===== src/rtl/uart_rx_frame_ctrl_pkg.sv =====
// uart_frame_defs: shared definitions for the UART frame controller.
//   state_t      FSM state encoding
//   err_t        err_code values reported with frame_err
//   wr_req_t     one register-bus write (strobe, address, data)
//   SYNC_DEFAULT default frame start byte
//   bit_cyc / timeout_cyc  derive cycle counts from clock, baud and bit-times
package uart_frame_defs;

   typedef enum logic [2:0] {
      ST_IDLE,
      ST_ADDR,
      ST_LEN,
      ST_DATA,
      ST_CHK,
      ST_DRAIN
   } state_t;

   typedef enum logic [1:0] {
      ERR_NONE    = 2'd0,
      ERR_LEN     = 2'd1,
      ERR_CHK     = 2'd2,
      ERR_TIMEOUT = 2'd3
   } err_t;

   typedef struct packed {
      logic       en;
      logic [7:0] addr;
      logic [7:0] data;
   } wr_req_t;

   localparam logic [7:0] SYNC_DEFAULT = 8'hA5;

   function automatic int bit_cyc(input int clk_hz, input int baud);
      return clk_hz / baud;
   endfunction

   function automatic int timeout_cyc(input int bits, input int cyc_per_bit);
      return bits * cyc_per_bit;
   endfunction

endpackage


===== src/rtl/uart_rx_frame_ctrl_if.sv =====
// uart_rx_frame_ctrl_if: byte input from uart_rx plus the register-write
// bus and frame status outputs of the frame controller.
//   rx_data/rx_rdy    byte and one-cycle strobe from uart_rx
//   wr_en/addr/data   register write port, one write per cycle
//   frame_ok/err      one-cycle frame result pulses, err_code with frame_err
//   busy              controller is inside a frame
// modport slave is the frame controller, master is the upstream/observer.
interface uart_rx_frame_ctrl_if;
   logic [7:0] rx_data;
   logic       rx_rdy;
   logic       wr_en;
   logic [7:0] wr_addr;
   logic [7:0] wr_data;
   logic       frame_ok;
   logic       frame_err;
   logic [1:0] err_code;
   logic       busy;

   modport master (
      output rx_data, rx_rdy,
      input  wr_en, wr_addr, wr_data, frame_ok, frame_err, err_code, busy
   );

   modport slave (
      input  rx_data, rx_rdy,
      output wr_en, wr_addr, wr_data, frame_ok, frame_err, err_code, busy
   );
endinterface


===== src/rtl/uart_rx_frame_ctrl_buf.sv =====
// uart_frame_buf: MAX_LEN x 8 payload buffer.
//   clk      system clock
//   we/wa/wd write port, used while collecting payload
//   ra/rd    combinational read port, indexed by the drain counter
// Contents are not reset; every entry read is written earlier in the frame.
module uart_frame_buf #(
   parameter int MAX_LEN = 16,
   parameter int AW      = (MAX_LEN > 1) ? $clog2(MAX_LEN) : 1
) (
   input  logic          clk,
   input  logic          we,
   input  logic [AW-1:0] wa,
   input  logic [7:0]    wd,
   input  logic [AW-1:0] ra,
   output logic [7:0]    rd
);
   logic [7:0] mem [MAX_LEN];

   always_ff @(posedge clk) begin
      if (we) mem[wa] <= wd;
   end

   assign rd = mem[ra];
endmodule


===== src/rtl/uart_rx_frame_ctrl.sv =====
// uart_rx_frame_ctrl: parses SYNC, ADDR, LEN, D0..D(LEN-1), CHK frames from
// the uart_rx byte stream, buffers the payload and, once the 8-bit wrapping
// checksum matches, issues one register write per cycle at ADDR+i.
//   clk, rst  system clock, synchronous active-high reset (silent abort)
//   bus       uart_rx_frame_ctrl_if.slave: rx_data/rx_rdy in; wr_en,
//             wr_addr, wr_data, frame_ok, frame_err, err_code, busy out
// All outputs are registered from the next-state logic, so a write decided
// on the CHK byte edge is already on the bus the following cycle.
module uart_rx_frame_ctrl
   import uart_frame_defs::*;
#(
   parameter int         CLK_HZ       = 125000000,
   parameter int         BAUD         = 115200,
   parameter int         TIMEOUT_BITS = 20,
   parameter logic [7:0] SYNC         = SYNC_DEFAULT,
   parameter int         MAX_LEN      = 16
) (
   input logic                 clk,
   input logic                 rst,
   uart_rx_frame_ctrl_if.slave bus
);
   localparam int BIT_CYC     = bit_cyc(CLK_HZ, BAUD);
   localparam int TIMEOUT_CYC = timeout_cyc(TIMEOUT_BITS, BIT_CYC);
   localparam int TW          = $clog2(TIMEOUT_CYC + 1);
   localparam int IW          = $clog2(MAX_LEN + 1);
   localparam int AW          = (MAX_LEN > 1) ? $clog2(MAX_LEN) : 1;

   state_t        state_q, state_d;
   logic [7:0]    addr_q, addr_d;
   logic [7:0]    sum_q, sum_d;
   logic [IW-1:0] len_q, len_d;
   logic [IW-1:0] idx_q, idx_d;
   logic [TW-1:0] tmo_q, tmo_d;

   wr_req_t wr_q, wr_d;
   logic    ok_q, ok_d;
   logic    err_q, err_d;
   err_t    code_q, code_d;
   logic    busy_q, busy_d;

   logic       in_frame, tmo_hit, rx_acc;
   logic [7:0] rd_data;

   uart_frame_buf #(.MAX_LEN(MAX_LEN), .AW(AW)) u_buf (
      .clk (clk),
      .we  (state_q == ST_DATA && rx_acc),
      .wa  (idx_q[AW-1:0]),
      .wd  (bus.rx_data),
      .ra  (idx_q[AW-1:0]),
      .rd  (rd_data)
   );

   // tmo_q holds k-1 on the k-th cycle after the last accepted byte, so the
   // timeout is decided on cycle TIMEOUT_CYC after that byte and frame_err is
   // visible one cycle later (TIMEOUT_CYC+1 after the strobe). A byte on the
   // deciding cycle loses to the timeout and is dropped.
   assign in_frame = state_q inside {ST_ADDR, ST_LEN, ST_DATA, ST_CHK};
   assign tmo_hit  = in_frame && (tmo_q == TW'(TIMEOUT_CYC - 1));
   assign rx_acc   = bus.rx_rdy && !tmo_hit && (state_q != ST_DRAIN);

   always_comb begin
      state_d = state_q;
      addr_d  = addr_q;
      sum_d   = sum_q;
      len_d   = len_q;
      idx_d   = idx_q;
      tmo_d   = in_frame ? tmo_q + TW'(1) : '0;
      wr_d    = '0;
      ok_d    = 1'b0;
      err_d   = 1'b0;
      code_d  = ERR_NONE;

      if (rx_acc) tmo_d = '0;

      case (state_q)
         ST_IDLE: begin
            if (rx_acc && bus.rx_data == SYNC) state_d = ST_ADDR;
         end
         ST_ADDR: begin
            if (rx_acc) begin
               addr_d  = bus.rx_data;
               sum_d   = bus.rx_data;
               state_d = ST_LEN;
            end
         end
         ST_LEN: begin
            if (rx_acc) begin
               if (bus.rx_data == 8'd0 || int'(bus.rx_data) > MAX_LEN) begin
                  err_d   = 1'b1;
                  code_d  = ERR_LEN;
                  state_d = ST_IDLE;
               end else begin
                  len_d   = bus.rx_data[IW-1:0];
                  sum_d   = sum_q + bus.rx_data;
                  idx_d   = '0;
                  state_d = ST_DATA;
               end
            end
         end
         ST_DATA: begin
            if (rx_acc) begin
               sum_d = sum_q + bus.rx_data;
               if (idx_q == len_q - IW'(1)) begin
                  idx_d   = '0;   // CHK then reads entry 0 for the first write
                  state_d = ST_CHK;
               end else begin
                  idx_d = idx_q + IW'(1);
               end
            end
         end
         ST_CHK: begin
            if (rx_acc) begin
               if (bus.rx_data == sum_q) begin
                  // First write goes out on the cycle right after the CHK byte.
                  wr_d    = '{en: 1'b1, addr: addr_q, data: rd_data};
                  ok_d    = (len_q == IW'(1));
                  idx_d   = IW'(1);
                  state_d = ST_DRAIN;
               end else begin
                  err_d   = 1'b1;
                  code_d  = ERR_CHK;
                  state_d = ST_IDLE;
               end
            end
         end
         ST_DRAIN: begin
            // idx_q is the next write; idx_q == len_q is the cycle of the last
            // write on the bus, after which busy drops.
            if (idx_q == len_q) begin
               state_d = ST_IDLE;
            end else begin
               wr_d  = '{en: 1'b1, addr: addr_q + 8'(idx_q), data: rd_data};
               ok_d  = (idx_q == len_q - IW'(1));
               idx_d = idx_q + IW'(1);
            end
         end
         default: state_d = ST_IDLE;
      endcase

      if (tmo_hit) begin
         err_d   = 1'b1;
         code_d  = ERR_TIMEOUT;
         state_d = ST_IDLE;
      end

      busy_d = (state_d != ST_IDLE);
   end

   always_ff @(posedge clk) begin
      if (rst) begin
         state_q <= ST_IDLE;
         addr_q  <= '0;
         sum_q   <= '0;
         len_q   <= '0;
         idx_q   <= '0;
         tmo_q   <= '0;
         wr_q    <= '0;
         ok_q    <= 1'b0;
         err_q   <= 1'b0;
         code_q  <= ERR_NONE;
         busy_q  <= 1'b0;
      end else begin
         state_q <= state_d;
         addr_q  <= addr_d;
         sum_q   <= sum_d;
         len_q   <= len_d;
         idx_q   <= idx_d;
         tmo_q   <= tmo_d;
         wr_q    <= wr_d;
         ok_q    <= ok_d;
         err_q   <= err_d;
         code_q  <= code_d;
         busy_q  <= busy_d;
      end
   end

   assign bus.wr_en     = wr_q.en;
   assign bus.wr_addr   = wr_q.addr;
   assign bus.wr_data   = wr_q.data;
   assign bus.frame_ok  = ok_q;
   assign bus.frame_err = err_q;
   assign bus.err_code  = code_q;
   assign bus.busy      = busy_q;
endmodule

===== src/flat_wrapper.sv =====
// flat-port wrapper written by rule: the top's interface ports become plain ports
module uart_rx_frame_ctrl_flat import uart_frame_defs::*;
#(
   parameter int         CLK_HZ       = 125000000,
   parameter int         BAUD         = 115200,
   parameter int         TIMEOUT_BITS = 20,
   parameter logic [7:0] SYNC         = SYNC_DEFAULT,
   parameter int         MAX_LEN      = 16
)
  (clk, rst, bus_rx_data, bus_rx_rdy, bus_wr_en, bus_wr_addr, bus_wr_data, bus_frame_ok, bus_frame_err, bus_err_code, bus_busy);
  uart_rx_frame_ctrl_if bus_i ();
  input logic clk;
  input logic rst;
  input wire logic [$bits(bus_i.rx_data)-1:0] bus_rx_data;
  input wire logic [$bits(bus_i.rx_rdy)-1:0] bus_rx_rdy;
  output wire logic [$bits(bus_i.wr_en)-1:0] bus_wr_en;
  output wire logic [$bits(bus_i.wr_addr)-1:0] bus_wr_addr;
  output wire logic [$bits(bus_i.wr_data)-1:0] bus_wr_data;
  output wire logic [$bits(bus_i.frame_ok)-1:0] bus_frame_ok;
  output wire logic [$bits(bus_i.frame_err)-1:0] bus_frame_err;
  output wire logic [$bits(bus_i.err_code)-1:0] bus_err_code;
  output wire logic [$bits(bus_i.busy)-1:0] bus_busy;
  assign bus_i.rx_data = bus_rx_data;
  assign bus_i.rx_rdy = bus_rx_rdy;
  assign bus_wr_en = bus_i.wr_en;
  assign bus_wr_addr = bus_i.wr_addr;
  assign bus_wr_data = bus_i.wr_data;
  assign bus_frame_ok = bus_i.frame_ok;
  assign bus_frame_err = bus_i.frame_err;
  assign bus_err_code = bus_i.err_code;
  assign bus_busy = bus_i.busy;
  uart_rx_frame_ctrl #(.CLK_HZ(CLK_HZ), .BAUD(BAUD), .TIMEOUT_BITS(TIMEOUT_BITS), .SYNC(SYNC), .MAX_LEN(MAX_LEN)) u_core (.clk(clk), .rst(rst), .bus(bus_i));
endmodule

===== config.mk =====
export PLATFORM = sky130hd
export DESIGN_NAME = uart_rx_frame_ctrl_flat
export DESIGN_NICKNAME = d
export VERILOG_FILES = /design/src/rtl/uart_rx_frame_ctrl_pkg.sv /design/src/rtl/uart_rx_frame_ctrl_if.sv /design/src/rtl/uart_rx_frame_ctrl_buf.sv /design/src/rtl/uart_rx_frame_ctrl.sv /design/src/flat_wrapper.sv
export SDC_FILE = /design/constraint.sdc
export NUM_CORES = 1
export LEC_CHECK = 0
export ABC_AREA = 1
export ABC_CLOCK_PERIOD_IN_PS = 2400
export CAP_MARGIN = 20
export CORE_AREA = 3 3 163 165
export DETAILED_ROUTE_END_ITERATION = 10
export DIE_AREA = 0 0 166 168
export PLACE_DENSITY_LB_ADDON = 0.1
export SLEW_MARGIN = 10
export SYNTH_ARGS = -nofsm -noshare
export SYNTH_HDL_FRONTEND = slang
export SYNTH_SLANG_ARGS = --single-unit
export TNS_END_PERCENT = 1

===== constraint.sdc =====
create_clock -name clk -period 2.4 [get_ports clk]
set_input_delay 0.48 -clock clk [delete_from_list [all_inputs] [get_ports clk]]
set_output_delay 0.48 -clock clk [all_outputs]
set_load 0.05 [all_outputs]

# Yosys cells after proc, flatten, opt, wreduce, memory -nomap -nowiden
# Memories as Yosys holds them, arrays and structs flattened. A register that Yosys moved wholly into a read port is not among the register bits.
# Cells that the tools add are included.
word_totals:
  elab_cells: 107
  reg_bits: 66
  mem_bits_rw: 128
  output_inout_bits: 22
  in_bits: 11
  memories: 1
classes:
  n_eq_ne: 19
  mux: 48
  bitwise_logic: 2
  addsub: 5
  n_lt_le_gt_ge: 1
  n_reduce_logical: 18
memory_table:
  columns: ["memory", "depth", "width", "rd", "rd_ports_with_merged_regs", "write_ports", "line_no", "text"]
  rows:
  - ["u_core.u_buf.mem", 16, 8, 1, 1, 1, "uart_rx_frame_ctrl_buf.sv:17", "logic [7:0] mem [MAX_LEN];"]
op_table:
  columns: ["cell", "count"]
  rows:
  - ["two-way mux 17 bit", 3]
  - ["two-way mux 5 bit", 7]
  - ["one-hot mux 17 bit (2 select lines)", 1]
  - ["two-way mux 8 bit", 4]
  - ["two-way mux 3 bit", 9]
  - ["one-hot mux 8 bit (3 select lines)", 1]
  - ["one-hot mux 5 bit (4 select lines)", 1]
  - ["one-hot mux 3 bit (6 select lines)", 1]
  - ["adder 15 x 1 -> 15 bit, second input constant", 1]
  - ["equality test 15 bit, second input constant", 1]
  - ["two-way mux 1 bit", 11]
  - ["equality test 5 bit", 2]
  - ["two-way mux 2 bit", 5]
  - ["adder 8 x 5 -> 8 bit", 1]
  - ["adder 8 bit", 1]
  - ["equality test 8 bit", 1]
  - ["equality test 8 bit, second input constant", 1]
  - ["greater-than comparator 8 x 5 -> 1 bit, second input constant", 1]
  - ["zero test 8 bit", 1]
  - ["two-way mux 4 bit", 2]
  - ["!= test 2 x 1 -> 1 bit, second input constant", 4]
  - ["nonzero test 4 bit", 2]
  - ["AND reduction 7 bit", 1]
  - ["equality test 3 x 2 -> 1 bit, second input constant", 2]
  - ["other kinds (19)", 29]

# Logic depth before layout (Yosys ltp)
logic_depth:
  word_depth: 11
  mapped_depth: 15
  mapped_depth_nobuf: 15

# Modules after synthesis
# Synthesis repeated with hierarchy kept, for this count alone.
hier_totals:
  cells_unflattened: 1107
  hier_area_um2: 9451.6
modules_own_cells:
  columns: ["module", "cells_per_inst", "seq_area_each_um2", "n_inst", "area_per_inst_um2"]
  rows:
  - ["uart_frame_buf", 543, 3843.7, 1, 5606.6]
  - ["uart_rx_frame_ctrl", 564, 1321.3, 1, 3844.9]

# Least setup slack after synthesis
# OpenSTA, ideal clock, no wires.
synth_timing:
  kind: "register to register"
  start: "register u_core.state_q[1]"
  end: "memory u_core.u_buf.mem[7][0], enable pin"
  t_required_ps: 2017
  stages_incl_launch_ff: 9
  arrival_time_ps: 1855
  n_path_buf: 0
  setup_time_ps: 383
  setup_slack_ps: 162
  synth_period_minus_slack_ps: 2238
  path_cell_list: "dfxtp_1 -> inv_1 -> nor2_1 -> inv_1 -> nor2_1 -> inv_1 -> nor2_1 -> inv_1 -> nor3_1"
synth_via:
  elab_chain_len: 9
  word_cells_on_any_way: 13
  classes_between: "eq/ne (5); mux (2); reduce/logical (6)"
synth_lines:
  columns: ["item", "line_no", "text"]
  rows:
  - ["from (decl)", "uart_rx_frame_ctrl.sv:28", "state_t state_q, state_d;"]
  - ["from (signal assigned)", "uart_rx_frame_ctrl.sv:163", "state_q <= state_d;"]
  - ["equality test 3 x 1 -> 1 bit (tied with other cells)", "uart_rx_frame_ctrl.sv:57", "assign in_frame = state_q inside {ST_ADDR, ST_LEN, ST_DATA, ST_CHK};"]
  - ["nonzero test 4 bit", "uart_rx_frame_ctrl.sv:57", null]
  - ["logical AND 1 bit", "uart_rx_frame_ctrl.sv:58", "assign tmo_hit = in_frame && (tmo_q == TW'(TIMEOUT_CYC - 1));"]
  - ["zero test 1 bit", "uart_rx_frame_ctrl.sv:59", "assign rx_acc = bus.rx_rdy && !tmo_hit && (state_q != ST_DRAIN);"]
  - ["logical AND 1 bit (2 in series)", "uart_rx_frame_ctrl.sv:59", null]
  - ["logical AND 1 bit (*)", "uart_rx_frame_ctrl.sv:46", ".we (state_q == ST_DATA && rx_acc),"]
  - ["two-way mux 1 bit (*)", "uart_rx_frame_ctrl_buf.sv:20", "if (we) mem[wa] <= wd;"]
  - ["two-way mux 1 bit (implied by the code) (*)", "uart_rx_frame_ctrl_buf.sv:20", null]
  - ["to (decl)", "uart_rx_frame_ctrl_buf.sv:17", null]
# Every way passes the cells marked *; elsewhere a longest branch is shown, timed or not.

# Final worst setup path
layout_timing:
  start: "input bus_rx_data[1]"
  end: "register u_core.sum_q[4]"
layout_via:
  elab_chain_len: 4
  word_cells_on_any_way: 10
  classes_between: "add/sub (1); order compare (1); eq/ne (1); mux (4); reduce/logical (3)"
layout_lines:
  columns: ["item", "line_no", "text"]
  rows:
  - ["from (decl)", "flat_wrapper.sv:14", "input wire logic [$bits(bus_i.rx_data)-1:0] bus_rx_data;"]
  - ["adder 8 bit (tied with other cells)", "uart_rx_frame_ctrl.sv:94, uart_rx_frame_ctrl.sv:102", null]
  - ["two-way mux 8 bit or logical OR 1 bit (tied branches)", "uart_rx_frame_ctrl.sv:88", "if (bus.rx_data == 8'd0 || int'(bus.rx_data) > MAX_LEN) begin"]
  - ["two-way mux 8 bit or != test 2 bit (tied branches)", null, null]
  - ["one-hot mux 8 bit (3 select lines) or AND reduction 5 bit (tied branches)", null, null]
  - ["to (signal assigned)", "uart_rx_frame_ctrl.sv:165", "sum_q <= sum_d;"]
  - ["to (decl)", "uart_rx_frame_ctrl.sv:30", "logic [7:0] sum_q, sum_d;"]
# Parallel ways exist; a longest one is shown, timed or not. The select of a mux whose other input is x is not followed.
# A chain may end at the register's enable or synchronous reset.

==> results.json <==
{
  "cp_max_fo": 9,
  "syn_nets": 936,
  "synth-seq-cells": 198,
  "hpwl_mm": 16.7,
  "vias_per_cell": 5.03,
  "cts-root-buf": "clkbuf_16",
  "ys.warnings.count": 0,
  "grt_first_pass_wirelength_mm": 38.3,
  "hold_viol": 0,
  "syn_area_um2": 8810,
  "ctsResizeCount": 0,
  "cp.depth": 13,
  "crit_buf_inv": 5,
  "avgSynthCellArea_um2": 9.78,
  "drtPass1Iterations": 5,
  "clk_path_buf_depth": 2,
  "nets": 1034,
  "die_x_um": 166,
  "cts_setup_buffers": 0,
  "synth_edf_count": 128,
  "rows": 58,
  "crit_slowest_cell": "clkdlybuf4s50_1",
  "async_flop_share_pct": 0,
  "vias": 6752,
  "slew_viol_final": 0,
  "ir_worst_vdd_uv": 353,
  "cp_common_cell": "buf_4",
  "worstSetupEndpoint": "u_core.sum_q[4]",
  "cp_data_arrival_time_ns": 2.56,
  "grt_max_degree": 65,
  "num_antenna_cells": 0,
  "cts_tree": "yes",
  "cts-htree-levels": 4,
  "drc": 0,
  "num_io_pins": 33,
  "leakage_uw": 0.00394,
  "cp_top_family": "buffers and inverters",
  "cp_slowest_stage_delay_ns": 0.40,
  "period_needed_ns": 2.20,
  "min_path_type": "reg -> reg",
  "setup-tns-final_ns": 0,
  "rsz0062_at_grt": "true",
  "status": "complete, no violations",
  "track_usage_pct": 17.8,
  "whs_path_depth": 2,
  "synth_cells": 901,
  "r2r_end": "u_core.u_buf.mem[7][3]",
  "synth.yosys.seq_area_share_pct": 59.5,
  "setup_viol": 0,
  "holdBufCountCts": 0,
  "max_cap_violations": 0,
  "ant_nets": 0,
  "grt_antenna_before_repair": 0,
  "relSlewSlack_pct": 62.1,
  "p_per_area_nw_per_um2": 632,
  "final.setup_skew_ns": 0.0205,
  "ff2ff_setup_slack_ns": 0.34,
  "worstPathRequired_ns": 2.76,
  "netlist.area_leader.share_pct": 43.6,
  "worstSetupEndpointType": "register",
  "drt_wl_total_mm": 24.6,
  "period_share_pct": 91.5,
  "syn_to_final_growth_pct": 21.3,
  "critPathKind": "in -> reg",
  "total_power_uw": 6750,
  "crit_start": "bus_rx_data[1]",
  "initial_core_util_pct": 35.0,
  "clock_latency_ns": 0.44,
  "port_buffers": 32,
  "gp_congestion": 0.806,
  "drive_above_1_share_pct": 13.4,
  "tightest_slew_ns": 0.567,
  "initialDrtViolationCount": 600,
  "path_clk_slew_ns": 0.08,
  "gr-total-overflow": 0,
  "start_kind": "primary input",
  "wl_per_cell_um": 18.3,
  "path_cells": "clkdlybuf4s50_1 > buf_4 > buf_4 > nor2_1 > buf_4 > nand3_1 > nand2_1 > nand3_1 > nand2_1 > nand3_4 > inv_2 > o21ai_0 > a31oi_1",
  "rr_worst_depth": 10,
  "yosysTopAreaCell": "edfxtp_1",
  "die-area_um2": 27900,
  "cts_sinks": 198,
  "timing.fmax_mhz": 455,
  "grt_pass1_vias": 6527,
  "dieHeight_um": 168,
  "core_area_um2": 25200,
  "synth_ff_type": "edfxtp_1",
  "numCtsBuffers": 17,
  "r2r_start": "u_core.state_q[1]",
  "ys_types": 41,
  "synth_area_leaders": "edfxtp_1 (44%), dfxtp_1 (16%), nor2_1 (5.8%)"
}
[cell type report]
class | instances | area [um2]
clock buffer | 17 | 425
clock inverter | 15 | 205
fill | 2434 | 14500
inverter | 79 | 299
multi-input combinational | 593 | 3160
sequential | 198 | 5250
tap | 330 | 413
timing repair buffer | 110 | 943
[how the worst min path moves through the flow]
stage / start / endpoint
after detailed placement: u_core.tmo_q[13] / u_core.tmo_q[13]
after CTS: u_core.tmo_q[13] / u_core.tmo_q[13]
final: u_core.tmo_q[13] / u_core.tmo_q[13]
after floorplan: u_core.tmo_q[0] / u_core.tmo_q[0]
after global routing: u_core.tmo_q[13] / u_core.tmo_q[13]
after global placement: u_core.tmo_q[0] / u_core.tmo_q[0]
[synth_stat cells, types with 2 or more instances]
cell,n
nand3_4,3
nand3_1,50
clkbuf_1,26
xnor2_1,3
xor2_1,6
nor3_2,3
nand2_1,131
dfxtp_1,70
nand4_1,10
nor2_1,137
fa_1,2
ha_1,22
a21oi_1,55
a22oi_1,3
inv_2,4
edfxtp_1,128
nand2_2,3
buf_2,4
o22ai_1,10
a31oi_1,3
nor3_1,8
o21ai_0,84
a211oi_1,6
o211ai_1,11
inv_1,74
nor3b_1,5
o21ai_1,2
nor2_2,2
a32oi_1,2
o221ai_1,22
nand2_4,2
[tightest hold or removal path, stage by stage, from the launching register on]
cell and delay [ns]:
dfxtp_1 0.31, nand2_1 0.06, a21oi_1 0.05
[through the flow]
stage	cells	instance area (um2)	utilization (%)	hold slack, ns	setup WS (ns)
6_report	1342	10700	42.5	0.461	0.203
5_1_grt	1342	10700	42.5	0.494	-0.0148
3_5_place_dp	1310	10000	39.9	0.453	-0.239
3_3_place_gp	1310	10000	39.9	0.444	-0.218
2_1_floorplan	901	8810	-	0.430	0.162
4_1_cts	1342	10700	42.4	0.466	0.183
[layout by cell type, fill, tap and decap left out, types with 3 or more instances in the layout]
cell / instances
o221ai_1: 22
nor3_2: 3
clkinv_8: 7
clkdlybuf4s50_1: 32
a211oi_1: 6
clkbuf_16: 17
nand4_1: 10
nand3_1: 50
nand2_1: 131
xnor2_1: 3
nor2_1: 137
nor3b_1: 5
buf_12: 3
inv_1: 74
nand3_4: 3
buf_4: 75
nor3_1: 8
o211ai_1: 11
edfxtp_1: 128
a21oi_2: 3
a22oi_1: 3
ha_1: 22
a31oi_1: 3
a21oi_1: 52
dfxtp_1: 69
nand2_2: 3
o21ai_0: 84
o22ai_1: 10
inv_2: 4
xor2_1: 6
[power by group]
group,switching (uW),internal [uW]
combinational,117,62.4
sequential,0.297,3610
clock,1450,1510
[state kept, by name, indices dropped and copies added, names as in the netlist, named ones only]
| signal | count |
|---|---|
| u_core.idx_q | 5 |
| u_core.bus.wr_en | 1 |
| u_core.u_buf.mem | 128 |
| u_core.tmo_q | 15 |
| u_core.bus.wr_data | 8 |
| u_core.len_q | 5 |
| u_core.bus.frame_err | 1 |
| u_core.bus.err_code | 2 |
| u_core.bus.wr_addr | 8 |
| u_core.addr_q | 8 |
| u_core.bus.frame_ok | 1 |
| u_core.state_q | 3 |
| u_core.sum_q | 8 |
| u_core.bus.busy | 1 |
[cell families after synthesis]
group,count (synthesis),share of synthesized area (%)
simple gates,359,18.0
compound gates,201,13.3
flops,198,59.5
buf+inv,110,4.77
fa+ha+maj,24,3.58
xor+xnor,9,0.894
[routing by layer]
metal,part of all wire (%),GRT usage (%)
met1,49,25.7
met2,46,28.0
met5,0,0
met4,1.4,4.27
met3,4.0,3.33
(Power assumes the default switching activity.)
